`src/rtl/alarm_pkg.sv`:
```
// Shared types for the alarm sequencer: FSM state encoding and BCD digit widths.
package alarm_pkg;

  typedef enum logic [2:0] {
    IDLE    = 3'd0,
    ARMED   = 3'd1,
    RINGING = 3'd2,
    SNOOZE  = 3'd3,
    DONE    = 3'd4
  } state_t;

  localparam int H1W = 2;
  localparam int H2W = 4;
  localparam int M1W = 3;
  localparam int M2W = 4;

endpackage

```
`src/rtl/hhmm_match.sv`:
```
// Compares current HH:MM against the alarm HH:MM and flags the rising edge of
// equality as a trigger, suppressed while the user is adjusting.
module hhmm_match
  import alarm_pkg::*;
(
  input  logic           clk_i,
  input  logic           rst_ni,
  input  logic           adjust_i,
  input  logic [H1W-1:0] t_h1_i,
  input  logic [H2W-1:0] t_h2_i,
  input  logic [M1W-1:0] t_m1_i,
  input  logic [M2W-1:0] t_m2_i,
  input  logic [H1W-1:0] a_h1_i,
  input  logic [H2W-1:0] a_h2_i,
  input  logic [M1W-1:0] a_m1_i,
  input  logic [M2W-1:0] a_m2_i,
  output logic           match_o,
  output logic           trigger_o
);

  logic match_q;

  assign match_o = (t_h1_i == a_h1_i) && (t_h2_i == a_h2_i) &&
                   (t_m1_i == a_m1_i) && (t_m2_i == a_m2_i);

  // match_q keeps tracking during adjust so releasing adjust mid-minute cannot fire.
  always_ff @(posedge clk_i or negedge rst_ni) begin
    if (!rst_ni) match_q <= 1'b0;
    else         match_q <= match_o;
  end

  assign trigger_o = match_o & ~match_q & ~adjust_i;

endmodule

```
`src/rtl/alarm_sequencer.sv`:
```
// Alarm runtime control: arming, triggering, ring cadence, snooze, dismiss and
// auto-silence; drives the buzzer and status indications from registered state.
module alarm_sequencer
  import alarm_pkg::*;
#(
  parameter int RING_S     = 60,
  parameter int SNOOZE_S   = 300,
  parameter int MAX_SNOOZE = 3
) (
  input  logic           clk,
  input  logic           rst,
  input  logic           tick_2hz,
  input  logic           alarm_en,
  input  logic           adjust,
  input  logic           snooze_p,
  input  logic           dismiss_p,
  input  logic [H1W-1:0] t_h1,
  input  logic [H2W-1:0] t_h2,
  input  logic [M1W-1:0] t_m1,
  input  logic [M2W-1:0] t_m2,
  input  logic [H1W-1:0] a_h1,
  input  logic [H2W-1:0] a_h2,
  input  logic [M1W-1:0] a_m1,
  input  logic [M2W-1:0] a_m2,
  output logic           buzz,
  output logic           led,
  output logic           ringing,
  output logic           snoozing,
  output logic [1:0]     snooze_cnt
);

  localparam int TMAX = (RING_S > SNOOZE_S) ? RING_S : SNOOZE_S;
  localparam int TW   = $clog2(TMAX + 1);

  state_t        state_q, state_d;
  logic [TW-1:0] timer_q, timer_d;
  logic [1:0]    cnt_q, cnt_d;
  logic          phase_q, phase_d;
  logic          half_q, half_d;
  logic          buzz_q, led_q, ring_q, snz_q;
  logic          match, trigger, sec_tick;

  hhmm_match u_match (
    .clk_i    (clk),
    .rst_ni   (rst),
    .adjust_i (adjust),
    .t_h1_i   (t_h1),
    .t_h2_i   (t_h2),
    .t_m1_i   (t_m1),
    .t_m2_i   (t_m2),
    .a_h1_i   (a_h1),
    .a_h2_i   (a_h2),
    .a_m1_i   (a_m1),
    .a_m2_i   (a_m2),
    .match_o  (match),
    .trigger_o(trigger)
  );

  assign sec_tick = tick_2hz & half_q;

  always_comb begin
    state_d = state_q;
    timer_d = timer_q;
    cnt_d   = cnt_q;
    phase_d = 1'b0;
    half_d  = half_q ^ tick_2hz;
    if (!alarm_en) begin
      state_d = IDLE;
      timer_d = '0;
      cnt_d   = '0;
    end else if (adjust && (state_q == RINGING || state_q == SNOOZE)) begin
      state_d = DONE;
    end else begin
      case (state_q)
        IDLE:  state_d = ARMED;
        ARMED: begin
          if (trigger) begin
            state_d = RINGING;
            timer_d = '0;
            phase_d = 1'b1;
          end
        end
        RINGING: begin
          phase_d = phase_q ^ tick_2hz;
          if (dismiss_p) begin
            state_d = DONE;
          end else if (snooze_p) begin
            if (cnt_q < 2'(MAX_SNOOZE)) begin
              state_d = SNOOZE;
              cnt_d   = cnt_q + 2'd1;
              timer_d = TW'(SNOOZE_S);
            end else begin
              state_d = DONE;
            end
          end else if (sec_tick) begin
            if (timer_q == TW'(RING_S - 1)) state_d = DONE;
            else                            timer_d = timer_q + 1'b1;
          end
        end
        SNOOZE: begin
          if (dismiss_p) begin
            state_d = DONE;
          end else if (sec_tick) begin
            if (timer_q == TW'(1)) begin
              state_d = RINGING;
              timer_d = '0;
              phase_d = 1'b1;
            end else begin
              timer_d = timer_q - 1'b1;
            end
          end
        end
        DONE: begin
          cnt_d   = '0;
          timer_d = '0;
          if (!match) state_d = ARMED;
        end
        default: state_d = IDLE;
      endcase
    end
    // Restart the half-second phase so every ring/snooze period starts on a whole second.
    if ((state_d == RINGING || state_d == SNOOZE) && state_d != state_q) half_d = 1'b0;
  end

  always_ff @(posedge clk or negedge rst) begin
    if (!rst) begin
      state_q <= IDLE;
      timer_q <= '0;
      cnt_q   <= '0;
      phase_q <= 1'b0;
      half_q  <= 1'b0;
      buzz_q  <= 1'b0;
      led_q   <= 1'b0;
      ring_q  <= 1'b0;
      snz_q   <= 1'b0;
    end else begin
      state_q <= state_d;
      timer_q <= timer_d;
      cnt_q   <= cnt_d;
      phase_q <= phase_d;
      half_q  <= half_d;
      buzz_q  <= (state_d == RINGING) & phase_d;
      led_q   <= (state_d == ARMED) | (state_d == SNOOZE) | ((state_d == RINGING) & phase_d);
      ring_q  <= (state_d == RINGING);
      snz_q   <= (state_d == SNOOZE);
    end
  end

  assign buzz       = buzz_q;
  assign led        = led_q;
  assign ringing    = ring_q;
  assign snoozing   = snz_q;
  assign snooze_cnt = cnt_q;

endmodule
```
`config.mk`:
```
export PLATFORM = sky130hd
export DESIGN_NAME = alarm_sequencer
export DESIGN_NICKNAME = d
export VERILOG_FILES = /design/src/rtl/alarm_pkg.sv /design/src/rtl/hhmm_match.sv /design/src/rtl/alarm_sequencer.sv
export SDC_FILE = /design/constraint.sdc
export NUM_CORES = 1
export LEC_CHECK = 0
export BUFFER_PORTS_ARGS = -buffer_cell sky130_fd_sc_hd__buf_2
export CORE_MARGIN = 8
export CORE_UTILIZATION = 30
export DETAILED_ROUTE_END_ITERATION = 8
export PLACE_DENSITY_LB_ADDON = 0.15
export SETUP_SLACK_MARGIN = 0.2
export SLEW_MARGIN = 30
export SYNTH_ARGS = -nofsm -noshare
export SYNTH_HDL_FRONTEND = slang
export SYNTH_SLANG_ARGS = --single-unit
export TNS_END_PERCENT = 20
```
`constraint.sdc`:
```
create_clock -name clk -period 4.8 [get_ports clk]
set_clock_uncertainty 0.2 [all_clocks]
set_input_delay 0.96 -clock clk [delete_from_list [all_inputs] [get_ports clk]]
set_output_delay 0.96 -clock clk [all_outputs]
set_load 0.05 [all_outputs]
```
==> summary.txt <==
outcome: finished clean
PD cells: 191 mW/mm^2
Mapped Nets: 243
Comb power frac: 0.195
area grow syn2layout: 16.3%
f_max: 353 MHz
number of synthesized flops with an enable pin: 0
most frequent cell after synthesis: nand2_1
nature of the critical path endpoint: flip-flop
placed cells: 308
largest net degree at the start of global routing: 22
worst slew pin tran: 0.802 ns
path type of the worst min-delay path: flip-flop to flip-flop
routed vias: 1641
Final Hold Fails: 0
total wire length: 4.78 mm
CTS root buf: clkbuf_8
Post-Route Setup TNS: 0 ns
Clock power frac: 0.329
worst slack at placement: 1.63 ns
Unique masters post-synth: 58
Synth top cells by count: 22 x nand2_1, 21 x dfrtp_1, 17 x xnor2_1, 15 x nor2_1, 12 x o21ai_0
Worst setup SP type: input pin
Yosys top cell area share: 0.297
Site Rows: 28
r2r startpoint: timer_q[2]
Power, Total: 393 uW
die width: 92.8 um
Max Cap Viol: 0
Reg-to-Reg End: timer_q[7]
Synth area leader: dfrtp_1
first-pass GRT wire length: 8.02 mm
total gr overflow: 0
maximum vdd drop: 90.8 uV
gr usage total: 0.114
remaining antenna violation count: 0
DRC Markers: 0
Psw: 117 uW
# fillers: 640
# Post-CTS Setup Buffers: 0
Slew Viols, Final: 0
crit path time final: 2.83 ns
Clock Latency Late Sink: 0.27 ns
design area: 0.00206 sq mm
clk buf depth: 2
period utilisation layout: 0.589
register area share after synthesis: 0.297
Initial Util: 0.304
vias in the first global route: 1697
internal power: 276 uW
Pre-antenna DRT Iters: 4
layout cell share with drive strength beyond 1: 0.236
Clock Sinks: 21
Final Non-Filler Cells: 312
core region area: 0.00582 sq mm
Post-Syn Instances: 205
top post-synthesis cells by area: dfrtp_1 30%, xnor2_1 8.4%, nand2_1 4.7%, ha_1 3.5%, o21ai_0 3.4%
GP Congestion: 0.760
Mapped Area: 0.00177 sq mm
Yosys reg bits: 21
Antenna Cells: 0
Layout Utilization: 0.354
worst hold endpoint: timer_q[8]
drt initial violations: 83
cts hold-fix bufs: 0
Sw Ratio: 0.298
Critical Path Fanout Max: 7
PortBufs: 38
worst hold slack: 0.373 ns
RSZ-0062 raised after global routing: false
Synth async-reset ratio: 1.00
H-tree Lvls: 1
Placed Area: 0.00201 sq mm
WS Path Type: input pin to flip-flop
Data arrival, critical path: 2.79 ns
Ports: 39
CP required: 4.76 ns
DR WL/cell: 15.3 um
CTS tree: built
cts repair resizes: 0
die area: 0.00862 sq mm
Ys Warns: 0
antenna violations before repair: 0
Main synth FF type: dfrtp_1
HPWL Detailed: 3.62 mm
Min-Delay Startpoint: timer_q[8]
reg2reg setup slack: 2.18 ns
final-stage net count: 276
Leakage: 0.885 nW
die height: 92.8 um
Final WS setup: 1.97 ns
Clock transition at path regs: 0.09 ns
final setup vio count: 0
TritonCTS Buffers: 3
hold path cells: 1
Seq pwr share: 0.476
Post-Synthesis Mean Instance Area: 8.64 sq um
worst reg2reg path depth: 6
Vias/cell: 5.26
Max-slew headroom: 0.464
-- power groups by stage --
stage	Sequential [mW]	Clock (mW)	Combinational (mW)
after CTS	0.187	0.134	0.0790
after global routing	0.188	0.139	0.0872
final	0.187	0.129	0.0768
after floorplan	0.190	0	0.0481
after detailed placement	0.191	0	0.0785
after global placement	0.191	0	0.0779
-- layout by cell type, fill, tap and decap left out, types with 2 or more instances in the layout --
master,synthesis,layout
nand3_1,8,8
mux2_2,2,2
nor2b_1,6,6
mux2i_1,4,4
and3_2,2,2
nor3_1,2,2
or3_1,2,2
a31oi_1,2,2
xor2_1,3,3
nor4_1,2,2
o21ai_0,12,12
o31ai_1,3,3
clkbuf_8,0,3
inv_1,8,8
nand4_1,3,3
nand2_1,22,22
xnor2_1,17,17
a32oi_1,2,2
nor3b_1,5,5
and2_1,2,2
nor4_4,2,2
a21oi_1,8,8
o211ai_1,2,2
nand2b_1,3,3
o2bb2ai_1,2,2
ha_1,5,5
dfrtp_1,21,21
nor2_1,15,15
o22ai_1,2,2
buf_2,1,38
or4_1,3,3
-- worst max-delay path by stage --
| stage | start | to | slack (ns) | cells after the start |
|---|---|---|---|---|
| final | a_h2[2] | timer_q[1] | 1.97 | 7 |
| after global routing | a_m1[2] | timer_q[6] | 1.75 | 7 |
| after CTS | a_h2[2] | timer_q[1] | 1.93 | 7 |
| after detailed placement | a_h2[2] | timer_q[6] | 1.63 | 7 |
| after global placement | a_h1[0] | timer_q[1] | 1.68 | 7 |
| after floorplan | a_h2[2] | timer_q[7] | 2.01 | 6 |
-- state kept, by name, indices dropped and copies added, names as in the netlist --
| name | count |
|---|---|
| half_q | 1 |
| snooze_cnt | 2 |
| buzz | 1 |
| led | 1 |
| ringing | 1 |
| u_match.match_q | 1 |
| snoozing | 1 |
| phase_q | 1 |
| timer_q | 9 |
| state_q | 3 |
-- area by class of cell --
class                   count  area [sq um]  area share
clock inverters             1          7.51     0.00365
inverters                   8          30.0      0.0146
multi-input cells         165          1160       0.565
flip-flops and latches     21           526       0.255
clock buffers               3          41.3      0.0200
repair buffers             39           198      0.0960
well taps                  75          93.8      0.0456
-- worst max-delay path: stages --
cell	delay [ns]
buf_2	0.10
xnor2_1	0.14
nand4_1	0.16
nor4_4	0.40
a21oi_1	0.22
nor3_4	0.42
mux2_2	0.38
-- per-layer routing --
metal / up-vias / global-route usage / part of all wire
met3: 4 / 0.0283 / 0.052
met1: 779 / 0.146 / 0.49
met4: 0 / 0.0376 / 0.011
met2: 55 / 0.181 / 0.44
met5: - / 0 / 0
li1: 803 / - / -
-- cells by family after synthesis --
| group | share of synthesized area |
|---|---|
| DFF | 0.297 |
| and+or+nand+nor | 0.274 |
| AOI/OAI and AO/OA | 0.213 |
| muxes | 0.0353 |
| adders and majority gates | 0.0353 |
| xor gates and xnor gates | 0.0989 |
| buffers and inverters | 0.0459 |
No activity file was read; power rests on OpenSTA's default activity.
